--- src/rtl/img_pattern_gen.sv ---
// Video timing and test-pattern source: vs/hs/de framing for a parametrised raster
// plus one of four pixel patterns, latched per frame. All outputs are registered.
module img_pattern_gen #(
  parameter int unsigned DATA_W    = 8,
  parameter int unsigned ACTIVE_IW = 1280,
  parameter int unsigned ACTIVE_IH = 720,
  parameter int unsigned TOTAL_IW  = 1650,
  parameter int unsigned TOTAL_IH  = 750,
  parameter int unsigned H_START   = 110,
  parameter int unsigned V_START   = 10,
  parameter int unsigned HS_LEN    = 40,
  parameter int unsigned VS_LEN    = 2,
  parameter int unsigned START_DLY = 5000,
  parameter int unsigned CNT_W     = 12
) (
  input  logic              clk,
  input  logic              rst_n,
  input  logic              en,
  input  logic [1:0]        mode,
  output logic              pre_vs,
  output logic              pre_hs,
  output logic              pre_de,
  output logic [DATA_W-1:0] pre_data,
  output logic [CNT_W-1:0]  pre_x,
  output logic [CNT_W-1:0]  pre_y,
  output logic              frame_start,
  output logic [15:0]       frame_cnt
);

  localparam int unsigned DlyW = $clog2(START_DLY + 1);

  localparam logic [DlyW-1:0]  DlyLast = DlyW'(START_DLY - 1);
  localparam logic [CNT_W-1:0] HLast   = CNT_W'(TOTAL_IW - 1);
  localparam logic [CNT_W-1:0] VLast   = CNT_W'(TOTAL_IH - 1);
  localparam logic [CNT_W-1:0] HsEnd   = CNT_W'(HS_LEN);
  localparam logic [CNT_W-1:0] VsEnd   = CNT_W'(VS_LEN);
  localparam logic [CNT_W-1:0] HStart  = CNT_W'(H_START);
  localparam logic [CNT_W-1:0] HEnd    = CNT_W'(H_START + ACTIVE_IW);
  localparam logic [CNT_W-1:0] VStart  = CNT_W'(V_START);
  localparam logic [CNT_W-1:0] VEnd    = CNT_W'(V_START + ACTIVE_IH);
  localparam logic [CNT_W-1:0] SubLast = CNT_W'(ACTIVE_IW / 8 - 1);

  typedef enum logic [1:0] {StDelay, StIdle, StRun} state_e;

  state_e            state_q, state_d;
  logic [DlyW-1:0]   dly_q, dly_d;
  logic [CNT_W-1:0]  h_q, h_d, v_q, v_d;
  logic [1:0]        mode_q, mode_d;
  logic [15:0]       fcnt_q, fcnt_d;
  logic [DATA_W-1:0] idx_q, idx_d;
  logic [CNT_W-1:0]  sub_q, sub_d;
  logic [2:0]        bar_q, bar_d;

  logic              running, frame_end;
  logic              vs_nxt, hs_nxt, de_nxt, fs_nxt;
  logic [CNT_W-1:0]  x_nxt, y_nxt;
  logic [DATA_W-1:0] data_nxt;

  assign running   = (state_q == StRun);
  assign frame_end = running && (h_q == HLast) && (v_q == VLast);
  assign frame_cnt = fcnt_q;

  // State register
  always_ff @(posedge clk or negedge rst_n) begin
    if (!rst_n) state_q <= StDelay;
    else        state_q <= state_d;
  end

  // Next-state logic; a frame is never cut short by en dropping
  always_comb begin
    state_d = state_q;
    case (state_q)
      StDelay: if (dly_q == DlyLast) state_d = StIdle;
      StIdle:  if (en) state_d = StRun;
      StRun:   if (frame_end && !en) state_d = StIdle;
      default: state_d = StDelay;
    endcase
  end

  // Raster counters, mode latch and frame count
  always_comb begin
    dly_d  = dly_q;
    h_d    = h_q;
    v_d    = v_q;
    mode_d = mode_q;
    fcnt_d = fcnt_q;
    case (state_q)
      StDelay: if (dly_q != DlyLast) dly_d = dly_q + 1'b1;
      StIdle: begin
        h_d = '0;
        v_d = '0;
        if (en) mode_d = mode;
      end
      StRun: begin
        if (h_q == HLast) begin
          h_d = '0;
          v_d = (v_q == VLast) ? '0 : v_q + 1'b1;
        end else begin
          h_d = h_q + 1'b1;
        end
        if (frame_end) begin
          fcnt_d = fcnt_q + 1'b1;
          if (en) mode_d = mode;
        end
      end
      default: ;
    endcase
  end

  // Output decode from the current counter state; registered below
  always_comb begin
    de_nxt = running && (h_q >= HStart) && (h_q < HEnd) && (v_q >= VStart) && (v_q < VEnd);
    vs_nxt = running && (v_q >= VsEnd);
    hs_nxt = running && (h_q >= HsEnd);
    fs_nxt = running && (h_q == '0) && (v_q == '0);
    x_nxt  = de_nxt ? h_q - HStart : '0;
    y_nxt  = de_nxt ? v_q - VStart : '0;

    // Index and bar counters advance per active pixel instead of multiplying/dividing
    idx_d = idx_q;
    sub_d = '0;
    bar_d = '0;
    if (!running || frame_end) begin
      idx_d = '0;
    end else if (de_nxt) begin
      idx_d = idx_q + 1'b1;
    end
    if (de_nxt) begin
      if (sub_q == SubLast) begin
        sub_d = '0;
        bar_d = bar_q + 1'b1;
      end else begin
        sub_d = sub_q + 1'b1;
        bar_d = bar_q;
      end
    end

    data_nxt = '0;
    if (de_nxt) begin
      unique case (mode_q)
        2'd0: data_nxt = idx_q;
        2'd1: data_nxt = DATA_W'(x_nxt);
        2'd2: data_nxt[DATA_W-1 -: 3] = bar_q;
        2'd3: data_nxt = {DATA_W{x_nxt[5] ^ y_nxt[5] ^ fcnt_q[0]}};
      endcase
    end
  end

  always_ff @(posedge clk or negedge rst_n) begin
    if (!rst_n) begin
      dly_q       <= '0;
      h_q         <= '0;
      v_q         <= '0;
      mode_q      <= '0;
      fcnt_q      <= '0;
      idx_q       <= '0;
      sub_q       <= '0;
      bar_q       <= '0;
      pre_vs      <= 1'b0;
      pre_hs      <= 1'b0;
      pre_de      <= 1'b0;
      pre_data    <= '0;
      pre_x       <= '0;
      pre_y       <= '0;
      frame_start <= 1'b0;
    end else begin
      dly_q       <= dly_d;
      h_q         <= h_d;
      v_q         <= v_d;
      mode_q      <= mode_d;
      fcnt_q      <= fcnt_d;
      idx_q       <= idx_d;
      sub_q       <= sub_d;
      bar_q       <= bar_d;
      pre_vs      <= vs_nxt;
      pre_hs      <= hs_nxt;
      pre_de      <= de_nxt;
      pre_data    <= data_nxt;
      pre_x       <= x_nxt;
      pre_y       <= y_nxt;
      frame_start <= fs_nxt;
    end
  end

endmodule
--- config.mk ---
export PLATFORM = sky130hd
export DESIGN_NAME = img_pattern_gen
export DESIGN_NICKNAME = d
export VERILOG_FILES = /design/src/rtl/img_pattern_gen.sv
export SDC_FILE = /design/constraint.sdc
export NUM_CORES = 1
export LEC_CHECK = 0
export ABC_AREA = 0
export CAP_MARGIN = 20
export CORE_MARGIN = 10
export CORE_UTILIZATION = 57
export DETAILED_ROUTE_END_ITERATION = 12
export GPL_ROUTABILITY_DRIVEN = 0
export PLACE_DENSITY = 0.8
export SLEW_MARGIN = 20
export SYNTH_ARGS = -nofsm -noshare
export SYNTH_HDL_FRONTEND = slang
export SYNTH_SLANG_ARGS = --single-unit
export TNS_END_PERCENT = 20
--- constraint.sdc ---
create_clock -name clk -period 3.5 [get_ports clk]
set_clock_uncertainty 0.2 [all_clocks]
set_input_delay 0.525 -clock clk [delete_from_list [all_inputs] [get_ports clk]]
set_output_delay 0.525 -clock clk [all_outputs]
set_load 0.03 [all_outputs]
### Yosys cells after proc, flatten, opt, wreduce, memory -nomap -nowiden

Cells that the tools add are included.

| word-level totals | value |
|---|---|
| output and inout port bits | 52 |
| input port bits | 5 |
| latch bits | 0 |
| memories kept | 0 |
| flip-flop bits (word level) | 116 |
| bits in writable memories | 0 |
| memory bits (read-only) | 0 |
| word-level logic and storage cells | 97 |

| cells by class | value |
|---|---|
| $lt $le $gt $ge | 6 |
| multiply operators | 0 |
| shift operators | 0 |
| divide/modulo/power cells | 0 |
| equality and inequality tests | 16 |
| reductions and logical operators | 25 |
| add/sub/neg operators | 9 |
| muxes and demuxes | 23 |
| bitwise logic cells | 2 |

Operators with widths:

| operator | count |
|---|---|
| $mux 12 | 7 |
| $pmux 12 s2 | 2 |
| $add 12x1->12 const B | 3 |
| $logic_not 12->1 | 2 |
| $mux 8 | 3 |
| $add 16x1->16 const B | 1 |
| $pmux 5 s3 | 1 |
| $add 13x1->13 const B | 1 |
| $eq 13x13->1 const B | 1 |
| $ne 13x13->1 const B | 1 |
| $eq 12x10->1 const B | 1 |
| $eq 12x11->1 const B | 1 |
| $eq 12x8->1 const B | 1 |
| $ge 12x2->1 const B | 1 |
| $ge 12x4->1 const B | 1 |
| $ge 12x6->1 const B | 1 |
| $ge 12x7->1 const B | 1 |
| $lt 12x10->1 const B | 1 |
| $lt 12x11->1 const B | 1 |
| $pmux 3 s4 | 1 |
| $sub 12x4->12 const B | 1 |
| $sub 12x7->12 const B | 1 |
| $logic_and 1x1->1 | 11 |
| $mux 2 | 5 |
| 16 further kinds | 31 |

### Longest topological paths before layout

| logic depth | value |
|---|---|
| depth after elaboration | 10 |
| depth in mapped cells | 9 |
| mapped depth without buffers | 8 |

### Worst setup path after synthesis

No wires, ideal clock.

| path | value |
|---|---|
| path type | reg-to-reg |
| start | register h_q[1] |
| end | register mode_q[1] |
| data required time | 3.172 ns |
| library setup time | 0.128 ns |
| setup slack | 0.912 ns |
| stages on the path, launching flop included | 8 |
| buffers on the path | 0 |
| arrival time | 2.260 ns |
| period minus slack after synthesis | 2.588 ns |
| cell sequence | dfrtp_1 > inv_1 > ha_1 > or4b_4 > or4_4 > a21oi_4 > nand3_2 > mux2_1 |

| on the way | value |
|---|---|
| longest elaborated chain between the ends | 5 |

Ends and longest elaborated chain:

| element | line | text |
|---|---|---|
| start, declared | 47 | `logic [CNT_W-1:0] h_q, h_d, v_q, v_d;` |
| start signal, assigned | 152 | `h_q <= '0;` |
| start signal, assigned | 168 | `h_q <= h_d;` |
| $eq 12x11->1 | 60 | `assign frame_end = running && (h_q == HLast) && (v_q == VLast);` |
| $logic_and 1x1->1 (2 in series) | 60 |  |
| $ne 2x1->1 (no source line) | n/a |  |
| $reduce_and 2->1 (no source line) | n/a |  |
| end signal, assigned | 170 | `mode_q <= mode_d;` |
| end, declared | 48 | `logic [1:0] mode_q, mode_d;` |

Every way passes these cells.
A chain may end at the register's enable or synchronous reset.

### Worst setup path after layout

| path | value |
|---|---|
| start | register h_q[1] |
| end | register v_q[7] |

| on the way | value |
|---|---|
| longest elaborated chain between the ends | 3 |

Ends and longest elaborated chain:

| element | line | text |
|---|---|---|
| $eq 12x11->1 | 95 | `if (h_q == HLast) begin` |
| $ne 2x1->1 (no source line) | n/a |  |
| $reduce_and 2->1 (no source line) | n/a |  |
| end signal, assigned | 169 | `v_q <= v_d;` |
| end, declared | 47 |  |

Every way passes these cells.

==> flow_metrics.env <==
export IMPL_clock_sinks=116
export IMPL_leakage_uw=0.00319
export IMPL_final_area_um2=7180
export IMPL_root_buffer="clkbuf_8"
export IMPL_numCtsBuffers=17
export IMPL_synth_nets=619
export IMPL_layout_common_cells="dfrtp_1, nor2_1, clkdlybuf4s50_1"
export IMPL_drv_slew=0
export IMPL_rows=37
export IMPL_io_buffers=56
export IMPL_critPathKind="reg2reg"
export IMPL_ys_flop_type="dfrtp_1"
export IMPL_cp_start_kind="flip-flop"
export IMPL_hpwl_um=9390
export IMPL_dp_cells=764
export IMPL_worstPathMaxFanout=11
export IMPL_totalWireLength_um=13500
export IMPL_antenna_cells=0
export IMPL_yosys_warnings=0
export IMPL_max_cap_violations=0
export IMPL_grt_use_total_pct=18.8
export IMPL_dr_pass1_iters=5
export IMPL_ys_ff_latch=116
export IMPL_start_util_pct=57.8
export IMPL_synth_top_area_share_pct=49.1
export IMPL_die_area_um2=14900
export IMPL_synth_top_area_cell="dfrtp_1"
export IMPL_overflow=0
export IMPL_grt_setup_unrepaired="no"
export IMPL_synth_area_um2=5920
export IMPL_crit_required_ns=3.75
export IMPL_min_period_over_period_pct=87.0
export IMPL_grt_max_degree=47
export IMPL_place_area_um2=6580
export IMPL_path_clk_slew_ns=0.06
export IMPL_ir_worst_vdd_mv=0.288
export IMPL_cts_tree="built"
export IMPL_yosysSeqAreaShare_pct=49.1
export IMPL_fin_crit_ns=3.05
export IMPL_area_delta_synth_final_pct=21.3
export IMPL_die_x_um=122
export IMPL_synthCells=594
export IMPL_synthTopCellsByArea="dfrtp_1, xnor2_1, nor2_1, ha_1, xor2_1"
export IMPL_remaining_drc_errors=0
export IMPL_grt_pass1_wl_um=22200
export IMPL_synth_edf_count=0
export IMPL_mostFrequentLayoutCell="dfrtp_1"
export IMPL_grt_pass1_vias=4464
export IMPL_setup_worst_path_end_class="flip-flop"
export IMPL_route_vias_total=4590
export IMPL_die_h_um=122
export IMPL_ctsResizeCount=0
export IMPL_dr_first_iter_drc_count=323
export IMPL_status="complete, no violations"
export IMPL_min_path_type="reg2reg"
export IMPL_core_area_um2=10200
export IMPL_layout_nets=673
export IMPL_tightest_slew_ns=0.994
export IMPL_clock_path_buffers=2
export IMPL_ys_types=56
export IMPL_vias_per_cell=5.76
export IMPL_fin_cells=797
export IMPL_grt_antenna_before_repair=0
export IMPL_cellPowerDensity_nw_per_um2=428
export IMPL_synth_area_per_cell_um2=9.96
export IMPL_insertion_delay_ns=0.54
export IMPL_ys_async_sr_fraction_pct=100
export IMPL_worstPathArrival_ns=3.30
export IMPL_timing_slew_headroom_pct=32.9
export IMPL_setup_violations=0
export IMPL_hold_violations=0
export IMPL_wl_per_cell_um=16.9
export IMPL_antenna_left=0
export IMPL_tns_ns=0
export IMPL_ctsHtreeMaxLevel=4
export IMPL_max_freq_mhz=328
export IMPL_drive_above_1_share_pct=7.72
export IMPL_io_pins=57
==> metal layers <==
metal | share of wire, % | track usage, % | wire (um) | vias up
li1 | - | - | - | 2193
met2 | 50 | 30.6 | 6730 | 141
met1 | 42 | 22.8 | 5710 | 2233
met4 | 2.1 | 8.94 | 286 | 0
met5 | 0 | 0 | 0 | -
met3 | 5.6 | 4.86 | 758 | 23
==> through the flow <==
step	util, %	total power, uW	worst slack (ns)	hold slack [ns]
after detailed placement	64.3	1400	0.567	0.259
after CTS	70.1	3090	0.524	0.270
after global placement	64.3	1400	0.679	0.255
final	70.1	3070	0.454	0.266
after floorplan	-	1370	0.912	0.0294
after global routing	70.1	3150	0.296	0.284
==> sequential cells by signal (all words and copies together), names as in the netlist, 2 cells and up <==
name and flops:
frame_cnt 16, dly_q 13, h_q 12, pre_x 12, pre_y 12, sub_q 12
v_q 12, idx_q 8, pre_data 8, bar_q 3, mode_q 2, state_q 2
==> power breakdown <==
part           total (uW)  switching (uW)  internal, uW
logic                34.3            26.7          7.65
registers            1340               0          1340
clock network        1690             594          1100
total                3070             620          2450
==> synth_stat cells, types with 5 or more instances <==
master / instances
nor3_1: 11
nand3_1: 31
mux2i_1: 13
nand2_1: 37
inv_1: 24
and3_1: 13
a31oi_1: 6
o21a_1: 8
or3_1: 9
o21ai_0: 21
ha_1: 20
clkbuf_1: 13
and4_1: 9
nand4_1: 27
xor2_1: 26
a21oi_1: 16
nor2_1: 74
xnor2_1: 35
nor4_1: 7
buf_2: 12
dfrtp_1: 116
and2_1: 5
==> what timing repair did <==
action	4_1_cts	5_1_grt
setup buffers	0	0
hold buffers	1	0
endpoints found under the hold margin	40	0
==> critical path, cell delays in order, from the launching register on <==
cell and delay, ns:
dfrtp_1 0.46, inv_1 0.19, ha_1 0.17, or4b_4 0.46
or4_4 0.49, nor2_1 0.56, o21ai_0 0.21, a31oi_1 0.21
==> worst paths after layout <==
path	start	end	slack (ns)	cells past startpoint
min reg2reg	dly_q[12]	dly_q[12]	0.27	1
min	dly_q[12]	dly_q[12]	0.27	1
min in group asynchronous	rst_n	sub_q[9]	0.32	2
max reg2reg	h_q[1]	v_q[7]	0.45	7
max in group asynchronous	rst_n	v_q[8]	2.01	3
max	h_q[1]	v_q[7]	0.45	7
==> kinds of logic after synthesis <==
logic type | Yosys count | share of synthesized area [%]
compound gates | 75 | 8.14
fa+ha+maj | 20 | 4.23
flops | 116 | 49.1
buf+inv | 52 | 3.62
simple gates | 250 | 22.2
mux | 19 | 3.34
xor+xnor | 62 | 9.41
==> final cells by class <==
class	instances	area, um^2
Clock buffer	23	487
Clock inverter	9	100
Fill cell	734	3060
Inverter	24	90.1
Multi-Input combinational cell	426	2800
Sequential cell	116	2900
Tap cell	136	170
Timing Repair Buffer	63	626
Note: power is estimated with default switching activity, not from simulation.
